===== src/rtl/object_pkg.sv =====
// Shared definitions for the object sequencer and sprite renderer.
// This file holds the slot map, the Y_X word field positions and the draw-order step function.
package object_pkg;

    localparam int FIRST_ADDR = 2;
    localparam int LAST_ADDR  = 42;
    localparam int TOP_ADDR   = 32;
    localparam int HOLE_ADDR  = 24;

    localparam int ACTIVE_BIT = 31;
    localparam int FLIP_BIT   = 30;
    localparam int SPRITE_HI  = 28;
    localparam int SPRITE_LO  = 26;

    typedef enum logic [2:0] {
        IDLE,
        FETCH,
        RDWAIT,
        LAUNCH,
        WAIT_DONE,
        FINISH
    } seq_state_t;

    typedef struct packed {
        logic       last;
        logic [5:0] nxt;
    } slot_step_t;

    // Ascending walk skipping the hole and the player slot, then the player slot on top.
    function automatic slot_step_t next_slot(input logic [5:0] cur,
                                             input int last_addr = LAST_ADDR,
                                             input int top_addr  = TOP_ADDR,
                                             input int hole_addr = HOLE_ADDR);
        slot_step_t step;
        logic [5:0] n;
        step.last = (cur == 6'(top_addr));
        n = cur + 6'd1;
        for (int i = 0; i < 2; i++) begin
            if (n == 6'(hole_addr) || n == 6'(top_addr)) begin
                n = n + 6'd1;
            end
        end
        if (step.last || int'(n) > last_addr) begin
            n = 6'(top_addr);
        end
        step.nxt = n;
        return step;
    endfunction

endpackage


===== src/rtl/object_sequencer.sv =====
// Per-frame object scheduler: walks the attribute RAM in draw order and launches the renderer
// once per active object, with a watchdog so a stuck renderer cannot stall the frame.
module object_sequencer
    import object_pkg::*;
#(
    parameter int WDOG_CYCLES = 2048,
    parameter int FIRST_ADDR  = object_pkg::FIRST_ADDR,
    parameter int LAST_ADDR   = object_pkg::LAST_ADDR,
    parameter int TOP_ADDR    = object_pkg::TOP_ADDR,
    parameter int HOLE_ADDR   = object_pkg::HOLE_ADDR
) (
    input  logic        clk,
    input  logic        reset,
    input  logic        frame_start,
    input  logic [15:0] map_x_in,
    output logic [5:0]  mem_addr,
    output logic        mem_rd,
    input  logic [31:0] mem_rdata,
    output logic [5:0]  obj_addr,
    output logic [31:0] obj_y_x,
    output logic        obj_start,
    input  logic        obj_done,
    output logic [15:0] map_x,
    output logic [7:0]  anim_clock,
    output logic        busy,
    output logic        frame_done,
    output logic        overrun,
    output logic        wdog_err
);

    localparam logic [10:0] WDOG_LAST = 11'(WDOG_CYCLES - 1);

    seq_state_t  state;
    logic [5:0]  cur;
    logic [10:0] wdog_cnt;
    slot_step_t  step;

    assign step = next_slot(cur, LAST_ADDR, TOP_ADDR, HOLE_ADDR);

    // Strobes are registered so mem_rd is high during FETCH, obj_start during LAUNCH
    // and frame_done during FINISH.
    always_ff @(posedge clk) begin
        if (reset) begin
            state      <= IDLE;
            cur        <= '0;
            wdog_cnt   <= '0;
            mem_addr   <= '0;
            mem_rd     <= 1'b0;
            obj_addr   <= '0;
            obj_y_x    <= '0;
            obj_start  <= 1'b0;
            map_x      <= '0;
            anim_clock <= '0;
            busy       <= 1'b0;
            frame_done <= 1'b0;
            overrun    <= 1'b0;
            wdog_err   <= 1'b0;
        end else begin
            mem_rd     <= 1'b0;
            obj_start  <= 1'b0;
            frame_done <= 1'b0;
            if (frame_start && state != IDLE) begin
                overrun <= 1'b1;
            end
            case (state)
                IDLE: begin
                    if (frame_start) begin
                        map_x      <= map_x_in;
                        anim_clock <= anim_clock + 8'd1;
                        cur        <= 6'(FIRST_ADDR);
                        mem_addr   <= 6'(FIRST_ADDR);
                        mem_rd     <= 1'b1;
                        busy       <= 1'b1;
                        state      <= FETCH;
                    end
                end
                FETCH: begin
                    state <= RDWAIT;
                end
                RDWAIT: begin
                    obj_y_x  <= mem_rdata;
                    obj_addr <= cur;
                    if (mem_rdata[ACTIVE_BIT]) begin
                        obj_start <= 1'b1;
                        state     <= LAUNCH;
                    end else if (step.last) begin
                        frame_done <= 1'b1;
                        state      <= FINISH;
                    end else begin
                        cur      <= step.nxt;
                        mem_addr <= step.nxt;
                        mem_rd   <= 1'b1;
                        state    <= FETCH;
                    end
                end
                LAUNCH: begin
                    wdog_cnt <= '0;
                    state    <= WAIT_DONE;
                end
                WAIT_DONE: begin
                    // A done arriving on the expiry cycle wins, so no error is flagged then.
                    if (obj_done || wdog_cnt == WDOG_LAST) begin
                        if (!obj_done) begin
                            wdog_err <= 1'b1;
                        end
                        if (step.last) begin
                            frame_done <= 1'b1;
                            state      <= FINISH;
                        end else begin
                            cur      <= step.nxt;
                            mem_addr <= step.nxt;
                            mem_rd   <= 1'b1;
                            state    <= FETCH;
                        end
                    end else begin
                        wdog_cnt <= wdog_cnt + 11'd1;
                    end
                end
                FINISH: begin
                    busy  <= 1'b0;
                    state <= IDLE;
                end
                default: begin
                    state <= IDLE;
                end
            endcase
        end
    end

endmodule


===== config.mk =====
export PLATFORM = sky130hd
export DESIGN_NAME = object_sequencer
export DESIGN_NICKNAME = d
export VERILOG_FILES = /design/src/rtl/object_pkg.sv /design/src/rtl/object_sequencer.sv
export SDC_FILE = /design/constraint.sdc
export NUM_CORES = 1
export LEC_CHECK = 0
export CAP_MARGIN = 20
export CORE_MARGIN = 2
export CORE_UTILIZATION = 50
export DETAILED_ROUTE_END_ITERATION = 8
export PLACE_DENSITY_LB_ADDON = 0.25
export SYNTH_ARGS = -nofsm -noshare
export SYNTH_HDL_FRONTEND = slang
export SYNTH_SLANG_ARGS = --single-unit

===== constraint.sdc =====
create_clock -name clk -period 5.55 [get_ports clk]
set_input_delay 1.3875 -clock clk [delete_from_list [all_inputs] [get_ports clk]]
set_output_delay 1.3875 -clock clk [all_outputs]
set_load 0.05 [all_outputs]

Yosys cells after proc, flatten, opt, wreduce, memory -nomap -nowiden
Cells that the tools add are included.
Widths: inputs -> output; s select.
{"block": "totals", "regBits": 94, "input_bits": 52, "output_inout_bits": 74, "wordCells": 85}
{"block": "classes", "add_sub_neg": 5, "magnitude_cmp": 1, "n_eq_ne": 15, "n_mux": 31, "bitwise": 2, "reduce_logical": 17}
{"op": "$mux 6", "count": 10}
{"op": "$pmux 6 s3", "count": 2}
{"op": "$pmux 11 s2", "count": 1}
{"op": "$add 6x1->6 const B", "count": 3}
{"op": "$eq 6x6->1 const B", "count": 3}
{"op": "$pmux 3 s5", "count": 1}
{"op": "$eq 6x5->1 const B", "count": 2}
{"op": "$mux 3", "count": 4}
{"op": "$add 11x1->11 const B", "count": 1}
{"op": "$eq 11x11->1 const B", "count": 1}
{"op": "$mux 11", "count": 1}
{"op": "$mux 1", "count": 9}
{"op": "$add 8x1->8 const B", "count": 1}
{"op": "$ne 2x2->1 const B", "count": 4}
{"op": "$reduce_and 2->1", "count": 4}
{"op": "$eq 3x2->1 const B", "count": 2}
{"op": "$eq 3x3->1 const B", "count": 2}
{"op": "$gt 6x6->1 const B", "count": 1}
{"op": "$reduce_bool 3->1", "count": 2}
{"op": "$logic_or 1x1->1", "count": 4}
{"op": "$pmux 1 s2", "count": 2}
{"op": "$reduce_and 4->1", "count": 1}
{"op": "$reduce_bool 2->1", "count": 2}
{"op": "$eq 3x1->1 const B", "count": 1}
{"op": "other kinds (6)", "count": 7}

Depth between registers and ports, before layout
Gate-level depths: netlist of the first run.
{"block": "depth", "ltp_word": 13, "mapped_depth": 12, "ltp_nobuf": 10}

Least setup slack after synthesis of the first run
OpenSTA, ideal clock, no wires.
{"block": "synth_path", "path_kind": "input port to flip-flop", "from": "in mem_rdata[31]", "to": "reg mem_addr[5]", "setup_ps": 70, "arrival_ps": 2843, "t_required_ps": 5480, "setup_slack_ps": 2637, "path_stages": 6, "path_buffers": 0, "cell_sequence": "or3b_1 > a31oi_2 > a211oi_1 > or2_4 > or4_1 > a21oi_1"}
{"block": "synth_between", "elab_chain_cells": 2}
{"item": "from (decl)", "line_no": "object_sequencer.sv:18", "text": "input logic [31:0] mem_rdata,"}
{"item": "$ne 2x2->1 (no source line)"}
{"item": "$reduce_and 4->1 (no source line)"}
{"item": "to (signal assigned)", "line_no": "object_sequencer.sv:71", "text": "mem_addr <= 6'(FIRST_ADDR);"}
{"item": "to (signal assigned)", "line_no": "object_sequencer.sv:91", "text": "mem_addr <= step.nxt;"}
{"item": "to (signal assigned)", "line_no": "object_sequencer.sv:111", "text": "mem_addr <= step.nxt;"}
{"item": "to (decl)", "line_no": "object_sequencer.sv:16", "text": "output logic [5:0] mem_addr,"}
No other way between the ends.
A chain may end at the register's enable or synchronous reset.

Worst setup path after layout of the first run
{"block": "layout_path", "from": "reg mem_addr[4]", "to": "out mem_addr[4]"}
No word-level cell between the ends.

==> key figures, run 1 <==
Run status
  • Run status: finished, final reports clean

Global routing
  • Initial antenna violation count: 0
  • GR Overflow Total: 0
  • Global-route usage over all layers: between 20% and 30%
  • First-pass GRT wire length: between 15 and 20 mm
  • Vias in the first global route: around 3500
  • Pin count of the biggest net entering global routing: 75

Placement
  • Post-placement cell area: between 5000 and 6000 um2
  • IO Port Bufs: ~130
  • Final HPWL DP: 6.89 mm
  • Place WS: ~2 ns
  • Gpl congestion: approximately 0.84

STA
  • Achievable Freq: between 0.2 and 0.3 GHz
  • Layout Skew: 0.0162 ns
  • Slew headroom: between 50% and 60%
  • Least-Margin Pin Slew: roughly 0.74 ns
  • Final hold violation count: 0
  • Period utilization: between 60% and 70%
  • Worst hold slack: about 0.46 ns
  • # setup viols final: 0
  • Final slew viol count: 0
  • Setup_tns: 0 ns
  • Setup WS post-layout: between 2 and 2.5 ns
  • Minimum clock period: 3.46 ns
  • RSZ-0062 raised after global routing: no

CTS
  • CTS resizes: 0
  • CTS Root Cell: clkbuf_8
  • Clock Latency Late Sink: about 0.36 ns
  • Clock Pin Slew Worst Setup and Hold Paths: ~0.090 ns
  • Clk sinks: slightly below 90
  • Hold-fix buffers at CTS: 0
  • Postcts setup bufs: 0
  • H-tree Lvls: 3
  • CTS Buf Count: 9
  • Buffer depth of the longest clock path: 2
  • TritonCTS clock tree: done

Worst hold path
  • Hold path depth: 2
  • Hold path startpoint: map_x[12]
  • Hold WC Path Type: flop to flop
  • Worst Hold Endpoint: map_x[12]

Finish
  • Layout cell share with drive strength beyond 1: 3.90%
  • Antenna diode count: 0
  • Final std cell area, no fill: around 5400 um2
  • Layout area overhead: 37.6%
  • Final nets: 668

Setup path
  • CP Cell Sequence: clkdlybuf4s50_1
  • Crit-path slowest cell: clkdlybuf4s50_1
  • CP bufs+invs: 1
  • CP Capture Type: output pin
  • Crit-path max cell delay: just over 0.9 ns
  • Setup CP Type: flop to output pin
  • Worst path required time: 4.16 ns
  • Worst r2r path cells: 10
  • Crit path max fanout: 22
  • Startpoint Class: flop
  • RR Startpoint: mem_addr[0]
  • CP top delay family: buffers and inverters
  • Crit path arrival time: between 2 and 2.5 ns
  • Flop2flop setup slack: about 2.5 ns
  • Worst R2R End: mem_addr[1]

Route
  • ANT nets after route: 0
  • Drt total wl: 9.92 mm
  • Initial drt markers: about 150
  • DRT Pass-1 Iters: 5
  • Vias: between 3000 and 4000
  • Drt wl/cell: ~14 um
  • Via/cell ratio: around 5.3
  • DRC Markers: 0

Job
  • Max Cap Viol: 0

Logic synthesis
  • Seq cells post-synth: ~90
  • Syn_area_per_cell: roughly 7.8 um2
  • Synth Warn #: 0
  • Syn Nets: approximately 560
  • Sequential fraction of the synthesis area: 45.0%
  • Distinct cells, synth: 57
  • Post-synth EDFFs: 0
  • Post-Syn Instances: about 500
  • FFs w/ async S/R, synth: 0%
  • Ys flop type: dfxtp_1
  • Mapped Area: approximately 4000 um2

Power
  • Clock network fraction of total power: between 30% and 40%
  • Cell Pwr Density: 259 nW/um2
  • Combinational Power Share: 19.0%
  • Power Total: 1390 uW
  • Switching portion of total power: ~30%
  • Sequential Power Share: roughly half
  • Int Pwr: 973 uW
  • Leakage: approximately 0.0019 uW
  • VDD IR max: between 0.00015 and 0.0002 V
  • Sw power: about 420 uW

Floorplan
  • Die Ht: 92.5 um
  • Number of I/O pins: about 130
  • Core region area: 7650 um2
  • Site Rows: 32
  • Starting Density: around 51%
  • Die span in x: slightly above 90 um
  • Die Footprint: 8550 um2
[worst max-delay path by stage]
stage,from,to,slack (ns),cells past startpoint
2_1_floorplan,mem_rdata[31],mem_addr[5],2.64,6
3_3_place_gp,mem_rdata[31],mem_addr[5],2.05,7
4_1_cts,mem_addr[4],mem_addr[4],2.08,1
6_report,mem_addr[4],mem_addr[4],2.09,1
5_1_grt,mem_addr[4],mem_addr[4],1.99,1
3_5_place_dp,mem_rdata[31],mem_addr[5],1.99,7
[synth_stat cells (3+ instances only)]
master	count	area share, %
nand2_1	131	13
dfxtp_1	88	45
a21oi_1	67	8.6
nor2_1	38	3.6
clkbuf_1	22	2.1
nand3_1	14	1.8
xor2_1	13	2.9
nor3_1	8	1.0
buf_2	7	0.90
nand4_1	7	1.1
o21ai_0	7	0.90
and2_1	6	0.96
ha_1	6	1.9
nor2b_1	6	0.96
xnor2_1	6	1.3
and3_1	5	0.80
inv_1	5	0.48
a211oi_1	4	0.77
a21o_1	4	0.77
nand2b_1	4	0.64
nor3b_1	4	0.77
o21ai_1	4	0.51
and4_1	3	0.67
buf_1	3	0.29
o211ai_1	3	0.58
[logic make-up (layout without fill, tap and decap cells)]
kind of cell | count (synthesis) | count (layout) | synth area share [%]
AOI/OAI and AO/OA | 114 | 114 | 17.4
DFF | 88 | 88 | 45.0
xor gates and xnor gates | 19 | 19 | 4.25
adders and majority gates | 6 | 6 | 1.92
buffers and inverters | 37 | 149 | 3.77
and+or+nand+nor | 239 | 239 | 27.6
[placed cells by master (no fill, tap or decap), drive strengths merged, types with 3 or more instances in the layout]
cell,n
nand2b,4
o21ai,11
nand4,7
and4,3
and3,5
nor3b,4
buf,4
a21oi,67
dfxtp,88
nor3,8
nand3,14
o211ai,3
nand2,131
nor2,38
xor2,13
a31o,3
a21o,4
clkdlybuf4s50,124
ha,6
nor2b,6
xnor2,6
clkinv,3
and2,6
a211oi,4
inv,8
clkbuf,9
[per-layer routing]
metal / vias up / wire length [um] / part of all wire, % / GRT usage (%)
li1: 1927 / - / - / -
met1: 1732 / 4160 / 42 / 27.8
met2: 148 / 4820 / 49 / 40.3
met3: 11 / 830 / 8.4 / 6.43
met4: 0 / 110 / 1.1 / 7.46
met5: - / 0 / 0 / 0
[power by group through the flow]
stage                     combinational [uW]  clock [uW]  sequential [uW]
after floorplan                         85.6           0              765
after global placement                   261           0              690
after detailed placement                 264           0              691
after CTS                                266         461              676
after global routing                     283         488              680
final                                    265         452              676
[sequential cells by signal (all words and copies together) (netlist names)]
signal and flops:
map_x 16, anim_clock 8, obj_start 1, obj_y_x 32, obj_addr 6, frame_done 1, mem_addr 6, busy 1
wdog_cnt 11, state 3, mem_rd 1, overrun 1, wdog_err 1
[layout make-up]
cell class                 count  area, um2
sequential                    88       1760
clock inverter                 7       77.6
timing repair buffer         128       1270
multi-input combinational    378       2010
fill                         601       2260
inverter                       5       18.8
clock buffer                   9        124
tap                          102        128
[stage by stage]
| stage | cells | utilization [%] |
|---|---|---|
| 2_1_floorplan | 503 | - |
| 3_3_place_gp | 701 | 67.8 |
| 3_5_place_dp | 701 | 67.8 |
| 4_1_cts | 717 | 70.4 |
| 5_1_grt | 717 | 70.4 |
| 6_report | 717 | 70.4 |
(Power assumes the default switching activity.)
==> inputs of run 2 (changes only) <==
--- a/config.mk
+++ b/config.mk
@@ -7,7 +7,7 @@
 export LEC_CHECK = 0
 export CAP_MARGIN = 20
 export CORE_MARGIN = 2
-export CORE_UTILIZATION = 50
+export CORE_UTILIZATION = 42
 export DETAILED_ROUTE_END_ITERATION = 8
 export PLACE_DENSITY_LB_ADDON = 0.25
 export SYNTH_ARGS = -nofsm -noshare
==> constraint.sdc (replaced) <==
create_clock -name clk -period 2.9 [get_ports clk]
set_input_delay 0.725 -clock clk [delete_from_list [all_inputs] [get_ports clk]]
set_output_delay 0.725 -clock clk [all_outputs]
set_load 0.05 [all_outputs]
==> key figures, run 2 (same netlist as run 1, synthesis figures left out) <==
Run status
  • Run status: finished, final reports clean (unchanged)

CTS
  • Buffer depth of the longest clock path: 2 (unchanged)
  • Clock Latency Late Sink: 0.35 ns (was 0.36 ns)
  • Clk sinks: 88 (unchanged)
  • Clock Pin Slew Worst Setup and Hold Paths: 0.09 ns (about the same)
  • Hold-fix buffers at CTS: 0 (unchanged)
  • CTS Buf Count: 9 (unchanged)
  • CTS Root Cell: clkbuf_8 (unchanged)
  • H-tree Lvls: 3 (unchanged)
  • TritonCTS clock tree: done (unchanged)
  • Postcts setup bufs: 0 (unchanged)
  • CTS resizes: 0 (unchanged)

Route
  • Vias: 3803 (was 3818)
  • DRC Markers: 0 (unchanged)
  • Drt wl/cell: 13.6 um (was 13.8 um)
  • Via/cell ratio: 5.16 (was 5.32)
  • ANT nets after route: 0 (unchanged)
  • DRT Pass-1 Iters: 4 (was 5)
  • Drt total wl: 10.1 mm (was 9.92 mm)
  • Initial drt markers: 166 (was 153)

Power
  • Combinational Power Share: 20.1% (was 19.0%)
  • VDD IR max: 0.000333 V (was 0.000170 V)
  • Sequential Power Share: 50.4% (was 48.5%)
  • Clock network fraction of total power: 29.5% (was 32.5%)
  • Switching portion of total power: 30.9% (was 30.1%)
  • Int Pwr: 1770 uW (was 973 uW)
  • Cell Pwr Density: 470 nW/um2 (was 259 nW/um2)
  • Leakage: 0.00196 uW (was 0.00192 uW)
  • Sw power: 792 uW (was 420 uW)

Finish
  • Top flop regs: obj_y_x x32, map_x x16, wdog_cnt x11 (unchanged)
  • Finished Core Util: 59.6% (was 70.4%)
  • Fillers: 842 (was 601)
  • Layout cell share with drive strength beyond 1: 5.59% (was 3.90%)
  • Largest register FFs: 32 (unchanged)
  • Non-Filler Instances: 737 (was 717)
  • Commonest cells after routing, fill and taps aside: nand2_1, clkdlybuf4s50_1, dfxtp_1, a21oi_1, nor2_1 (unchanged)
  • Final nets: 680 (was 668)
  • Antenna diode count: 0 (unchanged)
  • Most common cell after layout, fill and taps aside: nand2_1 (unchanged)
  • Largest Register: obj_y_x (unchanged)
  • Layout area overhead: 39.4% (was 37.6%)

Global routing
  • Global-route usage over all layers: 19.9% (was 23.2%)
  • Vias in the first global route: 3493 (was 3544)
  • First-pass GRT wire length: 16.3 mm (was 16.2 mm)
  • Pin count of the biggest net entering global routing: 42 (was 75)
  • GR Overflow Total: 0 (unchanged)
  • Initial antenna violation count: 0 (unchanged)

Floorplan
  • Site Rows: 35 (was 32)
  • Number of I/O pins: 126 (unchanged)
  • Die Footprint: 10100 um2 (was 8550 um2)
  • Die span in x: 101 um (was 92.5 um)
  • Core region area: 9150 um2 (was 7650 um2)
  • Starting Density: 42.7% (was 51.2%)
  • Die Ht: 101 um (was 92.5 um)

Setup path
  • Crit-path max cell delay: 0.82 ns (was 0.93 ns)
  • Crit path max fanout: 15 (was 22)
  • CP Cell Sequence: buf_4 -> clkdlybuf4s50_1 (was clkdlybuf4s50_1)
  • Startpoint Class: flop (unchanged)
  • Crit path arrival time: 2.01 ns (was 2.07 ns)
  • Crit-path slowest cell: clkdlybuf4s50_1 (unchanged)
  • Worst path required time: 2.17 ns (was 4.16 ns)
  • CP Capture Type: output pin (unchanged)
  • Setup CP Type: flop to output pin (unchanged)

Job
  • Max Cap Viol: 0 (unchanged)

STA
  • Setup_tns: 0 ns (unchanged)
  • Least-Margin Pin Slew: 0.614 ns (was 0.743 ns)
  • RSZ-0062 raised after global routing: no (unchanged)
  • Period utilization: a little over nine tenths
  • Achievable Freq: roughly 0.37 GHz
  • Layout Skew: 0.00954 ns (was 0.0162 ns)
  • Slew headroom: 59.1% (was 50.5%)
  • Final slew viol count: 0 (unchanged)
  • Final hold violation count: 0 (unchanged)
  • Setup WS post-layout: 0.162 ns (was 2.09 ns)
  • Worst hold slack: 0.455 ns (was 0.457 ns)
  • # setup viols final: 0 (unchanged)
  • Minimum clock period: between 2 and 3 ns

Placement
  • Placed cell count: 722 (was 701)
  • Gpl congestion: 0.882 (was 0.839)
  • Final HPWL DP: 7.23 mm (was 6.89 mm)
  • Place WS: 0.121 ns (was 1.99 ns)
  • IO Port Bufs: 125 (unchanged)

Worst hold path
  • Hold WC Path Type: flop to flop (unchanged)
==> run 2: changes by cell type in the layout (fill, tap and decap cells not counted), sizes merged <==
cell / change
clkinvlp: +1
inv: -2
buf: +12
bufinv: -1
clkinv: +1
==> run 2: stage by stage <==
step	instance area [um2]	total power, uW
finish	5450	2560
global route	5450	2680
CTS	5450	2590
detailed placement	5280	1840
global placement	5280	1830
floorplan	3910	1630
==> run 2: critical path: cells and delay by family, from the launching register on <==
family | cells | cell delay, ns
buffers and inverters | 2 | 1.07
DFF | 1 | 0.60
==> run 2: final timing paths <==
path,depth (start not counted),startpoint,slack [ns],end
setup reg to reg,10,mem_addr[1],0.27,mem_addr[1]
hold reg to reg,2,obj_y_x[16],0.46,obj_y_x[16]
setup / recovery,2,mem_addr[4],0.16,mem_addr[4]
hold / removal,2,obj_y_x[16],0.46,obj_y_x[16]
==> run 2: routing by layer <==
metal | wire [um] | part of all wire (%) | GRT usage, %
met3 | 740 | 7.4 | 8.74
met2 | 4770 | 47 | 31.3
met5 | 0 | 0 | 0
met4 | 116 | 1.2 | 5.69
met1 | 4430 | 44 | 24.7
==> run 2: area by class of cell <==
cell class | instances | area (um2) | share of cell area (%)
Inverter | 5 | 18.8 | 0.344
Clock buffer | 9 | 124 | 2.27
Multi-Input combinational cell | 378 | 2010 | 36.8
Tap cell | 111 | 139 | 2.55
Timing Repair Buffer | 140 | 1360 | 24.9
Sequential cell | 88 | 1760 | 32.3
Clock inverter | 6 | 46.3 | 0.849
==> run 2: power groups by stage <==
stage               logic [uW]  registers [uW]  clock network (uW)
finish                     515            1290                 756
global route               553            1300                 830
CTS                        518            1290                 783
detailed placement         516            1320                   0
global placement           511            1320                   0
floorplan                  164            1460                   0
==> inputs of run 3 (changes only) <==
--- a/config.mk
+++ b/config.mk
@@ -13,3 +13,4 @@
 export SYNTH_ARGS = -nofsm -noshare
 export SYNTH_HDL_FRONTEND = slang
 export SYNTH_SLANG_ARGS = --single-unit
+export TNS_END_PERCENT = 10
==> results of run 3 <==
The final DEF is identical to that of run 2; final timing and power are the same.
